$ cat src/rtl/hazard_scoreboard_pkg.sv
// Shared types and constants for the decode-stage hazard scoreboard.
// Source-class codes, the "source unused" Tuse marker and the table entry layout.
// Default field widths match the top-level parameter defaults.
package hazard_scoreboard_pkg;

    localparam int SB_AW = 5;
    localparam int SB_TW = 2;
    localparam int SB_SW = 2;

    // Forward-source classes: which unit produces the pending result
    localparam logic [SB_SW-1:0] SRC_PC  = 2'd0;
    localparam logic [SB_SW-1:0] SRC_ALU = 2'd1;
    localparam logic [SB_SW-1:0] SRC_EXT = 2'd2;
    localparam logic [SB_SW-1:0] SRC_DM  = 2'd3;

    // All-ones Tuse marks a source operand that the instruction does not read
    localparam logic [SB_TW-1:0] TUSE_NONE = '1;

    typedef struct packed {
        logic             valid;
        logic [SB_AW-1:0] a3;
        logic [SB_TW-1:0] tnew;
        logic [SB_SW-1:0] src;
    } entry_t;

    // One pipeline step closer to the result being available; never below zero
    function automatic logic [SB_TW-1:0] tnew_dec(input logic [SB_TW-1:0] t);
        return (t == '0) ? t : t - 1'b1;
    endfunction

endpackage

$ cat src/rtl/hazard_scoreboard_if.sv
// Decode-side bundle between the decode stage and the hazard scoreboard.
// Outputs are combinational from the id_* fields and the scoreboard table.
// stall is the only backpressure: decode holds its instruction while it is high.
interface hazard_scoreboard_if #(
    parameter int AW = 5,
    parameter int TW = 2,
    parameter int SW = 2
);
    logic          id_valid;
    logic [AW-1:0] id_a1;
    logic [AW-1:0] id_a2;
    logic [TW-1:0] id_tuse1;
    logic [TW-1:0] id_tuse2;
    logic [AW-1:0] id_a3;
    logic [TW-1:0] id_tnew;
    logic [SW-1:0] id_src;
    logic          flush;
    logic          stall;
    logic [3:0]    fwd_sel1;
    logic [3:0]    fwd_sel2;
    logic [SW-1:0] fwd_src1;
    logic [SW-1:0] fwd_src2;

    modport master (
        output id_valid, id_a1, id_a2, id_tuse1, id_tuse2, id_a3, id_tnew, id_src, flush,
        input  stall, fwd_sel1, fwd_sel2, fwd_src1, fwd_src2
    );

    modport slave (
        input  id_valid, id_a1, id_a2, id_tuse1, id_tuse2, id_a3, id_tnew, id_src, flush,
        output stall, fwd_sel1, fwd_sel2, fwd_src1, fwd_src2
    );
endinterface

$ cat src/rtl/hazard_scoreboard_match.sv
// Per-read-port youngest-producer search plus Tnew-versus-Tuse hazard compare.
// Purely combinational, zero cycles.
// No handshake; hazard feeds the scoreboard stall term.
module scoreboard_match
    import hazard_scoreboard_pkg::*;
#(
    parameter int NSTAGE = 3
) (
    input  entry_t [NSTAGE-1:0] tbl,
    input  logic [SB_AW-1:0]    id_a,
    input  logic [SB_TW-1:0]    id_tuse,
    output logic [3:0]          sel,
    output logic [SB_SW-1:0]    src,
    output logic                hazard
);

    // Scan oldest to youngest so the youngest hit is the last write and wins
    always_comb begin
        sel    = 4'd0;
        src    = '0;
        hazard = 1'b0;
        for (int k = NSTAGE - 1; k >= 0; k--) begin
            if (tbl[k].valid && (tbl[k].a3 == id_a) && (id_a != '0)) begin
                sel    = 4'(k + 1);
                src    = tbl[k].src;
                hazard = (id_tuse != TUSE_NONE) && (tbl[k].tnew > id_tuse);
            end
        end
    end

endmodule

$ cat src/rtl/hazard_scoreboard.sv
// Tracks in-flight destinations, picks forwarding stages and raises decode stall.
// Forward/stall outputs are combinational; the table advances one stage per clock.
// Stall holds decode and injects a bubble; HAZARD_SCOREBOARD_STATS_EN adds stall_cnt.
module hazard_scoreboard
    import hazard_scoreboard_pkg::*;
#(
    parameter int NSTAGE = 3,
    parameter int AW     = SB_AW,
    parameter int TW     = SB_TW,
    parameter int SW     = SB_SW
) (
    input  logic                clk,
    input  logic                reset,
    hazard_scoreboard_if.slave  sb
`ifdef HAZARD_SCOREBOARD_STATS_EN
    ,
    output logic [31:0]         stall_cnt
`endif
);

    entry_t [NSTAGE-1:0] tbl_q;
    entry_t [NSTAGE-1:0] tbl_d;
    logic                hazard1;
    logic                hazard2;
    logic                stall;

    scoreboard_match #(.NSTAGE(NSTAGE)) u_match1 (
        .tbl     (tbl_q),
        .id_a    (sb.id_a1),
        .id_tuse (sb.id_tuse1),
        .sel     (sb.fwd_sel1),
        .src     (sb.fwd_src1),
        .hazard  (hazard1)
    );

    scoreboard_match #(.NSTAGE(NSTAGE)) u_match2 (
        .tbl     (tbl_q),
        .id_a    (sb.id_a2),
        .id_tuse (sb.id_tuse2),
        .sel     (sb.fwd_sel2),
        .src     (sb.fwd_src2),
        .hazard  (hazard2)
    );

    // A bubble in decode never stalls, whatever its operand fields hold
    assign stall    = sb.id_valid & (hazard1 | hazard2);
    assign sb.stall = stall;

    // Next table: flush empties it, otherwise shift with Tnew ageing and insert at stage 1
    always_comb begin
        tbl_d = tbl_q;
        if (sb.flush) begin
            tbl_d = '0;
        end else begin
            for (int k = NSTAGE - 1; k > 0; k--) begin
                tbl_d[k]      = tbl_q[k-1];
                tbl_d[k].tnew = tnew_dec(tbl_q[k-1].tnew);
            end
            if (stall) begin
                tbl_d[0] = '0;
            end else begin
                tbl_d[0].valid = sb.id_valid & (sb.id_a3 != '0);
                tbl_d[0].a3    = sb.id_a3;
                tbl_d[0].tnew  = sb.id_tnew;
                tbl_d[0].src   = sb.id_src;
            end
        end
    end

    // Table register; reset empties it without waiting for a clock edge
    always_ff @(posedge clk or posedge reset) begin
        if (reset) begin
            tbl_q <= '0;
        end else begin
            tbl_q <= tbl_d;
        end
    end

`ifdef HAZARD_SCOREBOARD_STATS_EN
    logic [31:0] stall_cnt_q;
    logic [31:0] stall_cnt_d;

    // Count cycles lost to stalls; a flushed cycle is not counted
    always_comb begin
        stall_cnt_d = stall_cnt_q;
        if (stall && !sb.flush) begin
            stall_cnt_d = stall_cnt_q + 32'd1;
        end
    end

    // Stall counter register, wraps naturally at 2^32
    always_ff @(posedge clk or posedge reset) begin
        if (reset) begin
            stall_cnt_q <= '0;
        end else begin
            stall_cnt_q <= stall_cnt_d;
        end
    end

    assign stall_cnt = stall_cnt_q;
`endif

endmodule

$ cat src/flat_wrapper.sv
// flat-port wrapper written by rule: the top's interface ports become plain ports
module hazard_scoreboard_flat import hazard_scoreboard_pkg::*;
#(
    parameter int NSTAGE = 3,
    parameter int AW     = SB_AW,
    parameter int TW     = SB_TW,
    parameter int SW     = SB_SW
)
  (clk, reset, sb_id_valid, sb_id_a1, sb_id_a2, sb_id_tuse1, sb_id_tuse2, sb_id_a3, sb_id_tnew, sb_id_src, sb_flush, sb_stall, sb_fwd_sel1, sb_fwd_sel2, sb_fwd_src1, sb_fwd_src2);
  hazard_scoreboard_if #(.AW(AW), .TW(TW), .SW(SW)) sb_i ();
  input  logic clk;
  input  logic reset;
  input wire logic [$bits(sb_i.id_valid)-1:0] sb_id_valid;
  input wire logic [$bits(sb_i.id_a1)-1:0] sb_id_a1;
  input wire logic [$bits(sb_i.id_a2)-1:0] sb_id_a2;
  input wire logic [$bits(sb_i.id_tuse1)-1:0] sb_id_tuse1;
  input wire logic [$bits(sb_i.id_tuse2)-1:0] sb_id_tuse2;
  input wire logic [$bits(sb_i.id_a3)-1:0] sb_id_a3;
  input wire logic [$bits(sb_i.id_tnew)-1:0] sb_id_tnew;
  input wire logic [$bits(sb_i.id_src)-1:0] sb_id_src;
  input wire logic [$bits(sb_i.flush)-1:0] sb_flush;
  output wire logic [$bits(sb_i.stall)-1:0] sb_stall;
  output wire logic [$bits(sb_i.fwd_sel1)-1:0] sb_fwd_sel1;
  output wire logic [$bits(sb_i.fwd_sel2)-1:0] sb_fwd_sel2;
  output wire logic [$bits(sb_i.fwd_src1)-1:0] sb_fwd_src1;
  output wire logic [$bits(sb_i.fwd_src2)-1:0] sb_fwd_src2;
  assign sb_i.id_valid = sb_id_valid;
  assign sb_i.id_a1 = sb_id_a1;
  assign sb_i.id_a2 = sb_id_a2;
  assign sb_i.id_tuse1 = sb_id_tuse1;
  assign sb_i.id_tuse2 = sb_id_tuse2;
  assign sb_i.id_a3 = sb_id_a3;
  assign sb_i.id_tnew = sb_id_tnew;
  assign sb_i.id_src = sb_id_src;
  assign sb_i.flush = sb_flush;
  assign sb_stall = sb_i.stall;
  assign sb_fwd_sel1 = sb_i.fwd_sel1;
  assign sb_fwd_sel2 = sb_i.fwd_sel2;
  assign sb_fwd_src1 = sb_i.fwd_src1;
  assign sb_fwd_src2 = sb_i.fwd_src2;
  hazard_scoreboard #(.NSTAGE(NSTAGE), .AW(AW), .TW(TW), .SW(SW)) u_core (.clk(clk), .reset(reset), .sb(sb_i));
endmodule
$ cat config.mk
export PLATFORM = sky130hd
export DESIGN_NAME = hazard_scoreboard_flat
export DESIGN_NICKNAME = d
export VERILOG_FILES = /design/src/rtl/hazard_scoreboard_pkg.sv /design/src/rtl/hazard_scoreboard_if.sv /design/src/rtl/hazard_scoreboard_match.sv /design/src/rtl/hazard_scoreboard.sv /design/src/flat_wrapper.sv
export SDC_FILE = /design/constraint.sdc
export NUM_CORES = 1
export LEC_CHECK = 0
export CORE_UTILIZATION = 68
export DETAILED_ROUTE_END_ITERATION = 6
export DONT_BUFFER_PORTS = 1
export GPL_TIMING_DRIVEN = 0
export HOLD_SLACK_MARGIN = 0.08
export PLACE_DENSITY_LB_ADDON = 0.1
export SYNTH_ARGS = -nofsm -noshare
export SYNTH_HDL_FRONTEND = slang
export SYNTH_SLANG_ARGS = --single-unit
$ cat constraint.sdc
create_clock -name clk -period 7.5 [get_ports clk]
set_input_delay 2.25 -clock clk [delete_from_list [all_inputs] [get_ports clk]]
set_output_delay 2.25 -clock clk [all_outputs]
set_load 0.1 [all_outputs]
### Word-level counts from Yosys, hierarchy flattened

Cells that the tools add are included.
Widths: inputs -> output; s select.

* flip-flop bits (word level): 30
* input port bits: 27
* output and inout port bits: 13
* word-level logic and storage cells: 76

* add/sub/neg operators: 2
* order comparisons: 6
* equality and inequality tests: 8
* multiplexer cells: 22
* bitwise logic cells: 3
* reduce and logical (&&, ||, !) cells: 23

Operator list (number)
* $eq 5x5->1: 6
* $mux 30: 1
* $mux 2: 10
* $logic_and 1x1->1: 18
* $mux 4: 4
* $reduce_bool 5->1: 3
* $gt 2x2->1: 6
* $mux 10: 1
* $mux 1: 6
* $logic_not 2->1: 2
* $ne 2x2->1 const B: 2
* $sub 2x1->2 const B: 2
* $and 1x1->1: 2
* $or 1x1->1: 1

### Longest topological paths before layout

* word-level depth: 10
* depth in mapped cells: 9
* mapped depth without buffers: 8

### Modules after synthesis

Synthesis repeated with hierarchy kept, for this count alone.

* cells, all modules: 195
* area, all modules: 1908.1 µm²

Modules (own cells, without submodules)
* hazard_scoreboard: instances 1, cells each 69, area an instance 1004.7 µm², seq. area each 750.7 µm²
* scoreboard_match: instances 2, cells each 63, area an instance 451.7 µm², seq. area each 0.0 µm²

### Worst setup path after synthesis

Ideal clock, no wire load.

* path kind: input -> output
* from: input port sb_id_a2[1]
* to: output port sb_fwd_src2[0]
* data arrival time: 5541 ps
* setup slack: -291 ps
* stages on the path: 5
* path buffers: 0
* cell sequence: or4_4 -> o211a_1 -> a211oi_2 -> a22oi_1 -> o21ai_0

* longest elaborated chain between the ends: 6

RTL lines
* start, declared: line flat_wrapper.sv:15 `input wire logic [$bits(sb_i.id_a2)-1:0] sb_id_a2;`
* $eq 5x5->1: line hazard_scoreboard_match.sv:23 `if (tbl[k].valid && (tbl[k].a3 == id_a) && (id_a != '0)) begin`
* $logic_and 1x1->1 (2 in series): line hazard_scoreboard_match.sv:23
* $mux 2 (2 in series): line hazard_scoreboard_match.sv:23
* $mux 2 *: line hazard_scoreboard_match.sv:23
* end, declared: line flat_wrapper.sv:26 `output wire logic [$bits(sb_i.fwd_src2)-1:0] sb_fwd_src2;`

Mark *: on every way between the ends. The rest lies on a longest branch, timed or not.

### Final worst setup path

* from: input port sb_id_a1[0]
* to: output port sb_stall

* longest elaborated chain between the ends: 8

RTL lines
* start, declared: line flat_wrapper.sv:14 `input wire logic [$bits(sb_i.id_a1)-1:0] sb_id_a1;`
* $eq 5x5->1: line hazard_scoreboard_match.sv:23
* $logic_and 1x1->1 (2 in series): line hazard_scoreboard_match.sv:23
* $mux 1 (2 in series): line hazard_scoreboard_match.sv:23
* $mux 1 *: line hazard_scoreboard_match.sv:23
* $or 1x1->1 *: line hazard_scoreboard.sv:46 `assign stall = sb.id_valid & (hazard1 | hazard2);`
* $and 1x1->1 *: line hazard_scoreboard.sv:46
* end, declared: line flat_wrapper.sv:22 `output wire logic [$bits(sb_i.stall)-1:0] sb_stall;`

Marks and branches as above.

==> flow_metrics.py <==
metrics = {
    "clocking": {
        "clkTransAtPathRegs_ps": 90,
        "cts_made_buffers": 5,
        "cts_buffer_depth": 2,
        "cts_tree": "done",
        "cts-htree-levels": 2,
        "cts_resized": 0,
        "clock_sinks": 30,
        "post_cts_buffers": 0,
        "postCtsHoldBufs": 0,
        "insertion_delay_ps": 330,
        "cts-root-buf": "clkbuf_4",
    },
    "finish": {
        "final_layout_size_suffix_gt1_share_pct": 13.1,
        "largest_reg_flops": 30,
        "reg_top3": "u_core.tbl_q x30",
        "antenna_cells": 0,
        "final_common_cell": "dfrtp_1",
        "regMostFlops": "u_core.tbl_q",
        "final_nets": 244,
        "area_growth_pct": 6.37,
        "final_cell_mix": "dfrtp_1 (30), xnor2_1 (22), nor2b_1 (20)",
    },
    "pwr": {
        "leakage_uw": 0.000906,
        "p_per_area_nw_per_um2": 161,
        "irDropWorstVdd_uv": 156,
        "fin_total_pwr_uw": 330,
    },
    "route": {
        "first_pass_iters": 4,
        "dr_total_vias": 1454,
        "totalWireLength_mm": 4.08,
        "drc_errors": 0,
        "ant_nets": 0,
        "vias_per_cell": 6.16,
        "drt-wirelength-per-cell_um": 17.3,
        "drtIter0Drc": 39,
    },
    "floorplan": {
        "core_um2": 2570,
        "start_util_pct": 75.0,
        "dieArea_um2": 3050,
        "die_h_um": 55.2,
        "fp-row-count": 18,
        "ios": 40,
        "die_x_um": 55.2,
    },
    "grt": {
        "track_usage_pct": 30.5,
        "globalRouteOverflowTotal": 0,
        "antenna_found_initial": 0,
        "grt_pass1_wl_mm": 6.18,
        "grt_pass1_vias": 1403,
        "grt_max_degree": 31,
    },
    "sta": {
        "slew_viol_final": 0,
        "finClkSkew_ps": 11.5,
        "final-setup-viol-count": 0,
        "worst_hold_slack_ps": 427,
        "post-route-period-util_pct": 95.1,
        "min_period_ps": 7130,
        "rsz0062_at_grt": "false",
        "max_freq_mhz": 140,
        "final_hold_viol_count": 0,
        "max_slew.worst_pin.slew_ps": 1170,
        "finalSetupTns_ps": 0,
        "slew_headroom_pct": 22.1,
    },
    "outcome": {
        "status": "finished, final reports clean",
    },
    "setup_path": {
        "cp_max_fo": 10,
        "cp.required_ps": 5250,
        "endpoint_kind": "output pin",
        "cp-start-kind": "primary input",
        "timing_worst_setup_path_type": "in -> out",
        "cp.arrival_ps": 4880,
    },
    "placed_design": {
        "portBuffers": 0,
        "finalWeightedCongestion": 0.965,
        "place_hpwl_mm": 3.17,
    },
    "synthesis": {
        "synth_cells": 195,
        "ys_warn_count": 0,
        "ys_types": 37,
        "yosysSeqAreaShare_pct": 39.0,
        "syn-cell-area_um2": 1920,
        "synth.avg_cell_area_um2": 9.87,
        "synth-seq-cells": 30,
    },
    "min_path": {
        "holdCritPathClass": "reg -> reg",
    },
    "run": {
        "cap_violations": 0,
    },
}
[critical path, cell delays in order]
cell and delay (ps):
clkbuf_1 240, nor2_1 140, nor4_1 890, a211oi_1 140, o22ai_2 270, buf_6 170, and2_1 770
[worst paths after layout]
check | startpoint | end | cells after the start | slack [ps]
min in group asynchronous | reset | u_core.tbl_q[9] | 1 | 2070
worst min-delay path | u_core.tbl_q[12] | u_core.tbl_q[22] | 1 | 430
worst min register to register | u_core.tbl_q[12] | u_core.tbl_q[22] | 1 | 430
worst max-delay path | sb_id_a1[0] | sb_stall | 7 | 370
max in group asynchronous | reset | u_core.tbl_q[5] | 1 | 4760
worst max register to register | u_core.tbl_q[5] | u_core.tbl_q[4] | 7 | 5170
[power breakdown]
group          switching [µW]  internal, µW  leakage, µW  total, µW
registers                6.18           168     0.000402        174
logic                    34.0          21.9     0.000469       55.8
clock network            55.0          45.3    0.0000353        100
total                    95.1           235     0.000906        330
[cell families after synthesis]
group	count (synthesis)	share of synthesized area (%)
simple gates	65	20.7
compound gates	35	12.4
xor+xnor	30	13.7
flops	30	39.0
buf+inv	20	5.07
fa+ha+maj	12	7.80
mux	2	1.17
other cells	1	0.195
[metrics by stage]
stage | instances | util (%) | area, µm² | setup WS, ps
3_3_place_gp | 228 | 76.9 | 1970 | 333
5_1_grt | 236 | 79.7 | 2050 | 118
3_5_place_dp | 228 | 77.4 | 1990 | 405
4_1_cts | 236 | 79.7 | 2050 | 399
6_report | 236 | 79.7 | 2050 | 369
2_1_floorplan | 198 | - | 1940 | 460
[routing by layer]
layer / global-route usage [%] / vias up / wire, µm
met5: 0 / - / 0
met4: 12.5 / 0 / 80
met3: 6.01 / 11 / 323
met2: 51.6 / 73 / 2020
met1: 38.1 / 686 / 1650
li1: - / 684 / -
[Yosys cell counts]
library cell,instances,area (µm²)
buf_6,1,11.3
inv_1,9,33.8
nor3b_1,4,30.0
and2_1,1,6.26
nand2_1,4,15.0
nor4b_1,1,8.76
a221oi_2,1,15.0
clkbuf_1,6,22.5
conb_1,1,3.75
nor3_1,1,5.00
a221oi_1,1,8.76
o21ai_0,5,25.0
and2_4,1,8.76
nor4_2,1,12.5
buf_4,4,30.0
or2_2,3,18.8
dfrtp_1,30,751
xnor2_1,22,193
nand2b_1,9,56.3
nand4_1,5,31.3
a22oi_1,4,30.0
or4_4,1,11.3
a21oi_1,15,75.1
or4_1,2,15.0
o211ai_1,2,15.0
a211oi_1,1,7.51
a211oi_2,1,12.5
a22o_1,3,26.3
o22ai_2,1,12.5
or3_1,1,6.26
nor4_1,3,18.8
nor2_1,8,30.0
nor2b_1,20,125
ha_1,12,150
xor2_1,8,70.1
mux2_2,2,22.5
o211a_1,1,10.0
[layout make-up]
type | instances | area (µm²)
well taps | 30 | 37.5
plain buffers | 11 | 63.8
fillers | 179 | 520
clock buffers | 7 | 55.1
inverters | 9 | 33.8
clock inverters | 1 | 5.00
multi-input cells | 148 | 1100
flip-flops and latches | 30 | 751
Note: power is estimated with default switching activity, not from simulation.
==> variant (config.mk and constraints unchanged) <==
Set the package constant `SB_AW` to 4 (it was 5).
--- a/src/rtl/hazard_scoreboard_pkg.sv
+++ b/src/rtl/hazard_scoreboard_pkg.sv
@@ -3,7 +3,7 @@
 // Default field widths match the top-level parameter defaults.
 package hazard_scoreboard_pkg;
 
-    localparam int SB_AW = 5;
+    localparam int SB_AW = 4;
     localparam int SB_TW = 2;
     localparam int SB_SW = 2;
 
Ports: changed (resized sb_id_a1, sb_id_a2 and sb_id_a3); port bits go from 40 to 37. No check against the original RTL was run, so the function may have changed too.
==> variant against the unedited design <==
Area after synthesis is 1.7% lower; cell area is 2.4% lower; hold slack better by 0.031 ns; sequential cell count is 3 lower; wire length is 1.4% higher; critical path type unchanged; via count is 3.5% lower; worst setup slack better by 0.042 ns; power is 15% lower.
==> variant: results (changes against the unedited design) <==
| Metric | Value |
|---|---|
| Result of the run | `complete, no violations` |
| H-tree Lvls | `1 (-1)` |
| Crit path from | `sb_id_a1[3]` |
| Clock-cell share | `1.32% (-1.6 points)` |
| Slowest CP cell | `or2_1` |
| Top flop regs | `u_core.tbl_q (27)` |
| Pwr/cell area | `141 mW/mm² (-12%)` |
| Total number of vias | `1,403 (-3.5%)` |
| Multi-input gate share of the layout cell area | `57.3% (+3.5 points)` |
| Cells after Synth | `183 (-6.2%)` |
| Placer Congestion | `0.896 (-7.2%)` |
| Fraction of area in registers | `33.8% (-2.8 points)` |
| Worst reg2reg path depth | `5 (-2)` |
| CTS clk-pin slew, worst paths | `0.15 ns (+0.06 ns)` |
| First-pass GRT wire length | `6620 µm (+7.3%)` |
| Post-DP Area | `0.00197 mm² (-0.82%)` |
| Repair and plain buffers | `11 (unchanged)` |
| Drt via density | `6.38 (+3.5%)` |
| Synth area leaders | `dfrtp_1 36%, ha_1 7.9%, nor2b_1 6.6%` |
| Largest net degree at the start of global routing | `28 (-9.7%)` |
| Seq/Total Area, Yosys | `35.7% (-3.3 points)` |
| Clock power frac | `23.2% (-7.2 points)` |
| Reg2Reg Capture Point | `u_core.tbl_q[7]` |
| Area Growth Syn to Fin | `5.56%` |
| Netlist cell types | `44 (+19%)` |
| Critical Path Max Stage Delay | `0.79 ns (-0.10 ns)` |
| Leakage | `0.834 nW (-7.9%)` |
| Comb pwr share | `21.3% (+4.4 points)` |
| Switch share | `31.1% (+2.2 points)` |
| Buffer share of cell area | `4.20% (+1.1 points)` |
| GRT Util Overall | `32.3% (+1.7 points)` |
| Multi-In Gates | `140 (-5.4%)` |
| Core area | `0.00254 mm² (-0.88%)` |
| Detailed Route WL | `4140 µm (+1.4%)` |
| Fillers | `169 (-5.6%)` |
| Vias in the first global route | `1,454 (+3.6%)` |
| Worst slew pin tran | `1.22 ns (+0.0521 ns)` |
| Fin nets | `227 (-7.0%)` |
| Seq Cell Count | `27 (-10%)` |
| Peak supply drop | `0.122 mV (-22%)` |
| Top cells by count, synth | `27 x dfrtp_1, 20 x nor2b_1, 14 x xnor2_1` |
| Clk_buf instances | `4 (-3)` |
| Iter 0 DRT Violations | `25 (-36%)` |
| IO buf count | `0 (unchanged)` |
| R2r setup slk | `5.21 ns (+0.04 ns)` |
| Worst Setup EP | `sb_stall` |
| Inverters | `8 (-1)` |
| CTS root buf | `clkbuf_4` |
| Critical Path Fanout Max | `9 (-1)` |
| Origin of the critical flop-to-flop path | `u_core.tbl_q[15]` |
| Crit-path leading delay family | `simple AND/OR/NAND/NOR gates` |
| Final setup margin | `0.411 ns (+0.0419 ns)` |
| CTS Buf Count | `3 (-2)` |
| Layout cells sized above 1 | `20.0% (+6.9 points)` |
| Post-DP HPWL | `3230 µm (+1.7%)` |
| Setup Skew | `0.00825 ns (-0.00325 ns)` |
-- variant: per-layer routing --
| layer | global-route usage, % | routed length (µm) | part of all wire, % |
|---|---|---|---|
| met1 | 37.3 | 1660 | 40 |
| met2 | 56.2 | 2180 | 53 |
| met3 | 6.67 | 224 | 5.4 |
| met4 | 15.0 | 71 | 1.7 |
| met5 | 0 | 0 | 0 |
-- variant: kinds of logic after synthesis --
family,synth area share (%)
and+or+nand+nor,28.2
AOI/OAI and AO/OA,12.4
DFF,35.7
buffers and inverters,6.02
xor gates and xnor gates,8.33
adders and majority gates,7.94
muxes,1.12
other,0.198
-- variant: worst min path at each step --
stage,start,end,slack (ns)
CTS,u_core.tbl_q[2],u_core.tbl_q[11],0.45
floorplan,u_core.tbl_q[2],u_core.tbl_q[11],0.41
global route,u_core.tbl_q[11],u_core.tbl_q[20],0.47
finish,u_core.tbl_q[11],u_core.tbl_q[20],0.46
detailed placement,u_core.tbl_q[2],u_core.tbl_q[11],0.43
global placement,u_core.tbl_q[11],u_core.tbl_q[20],0.42
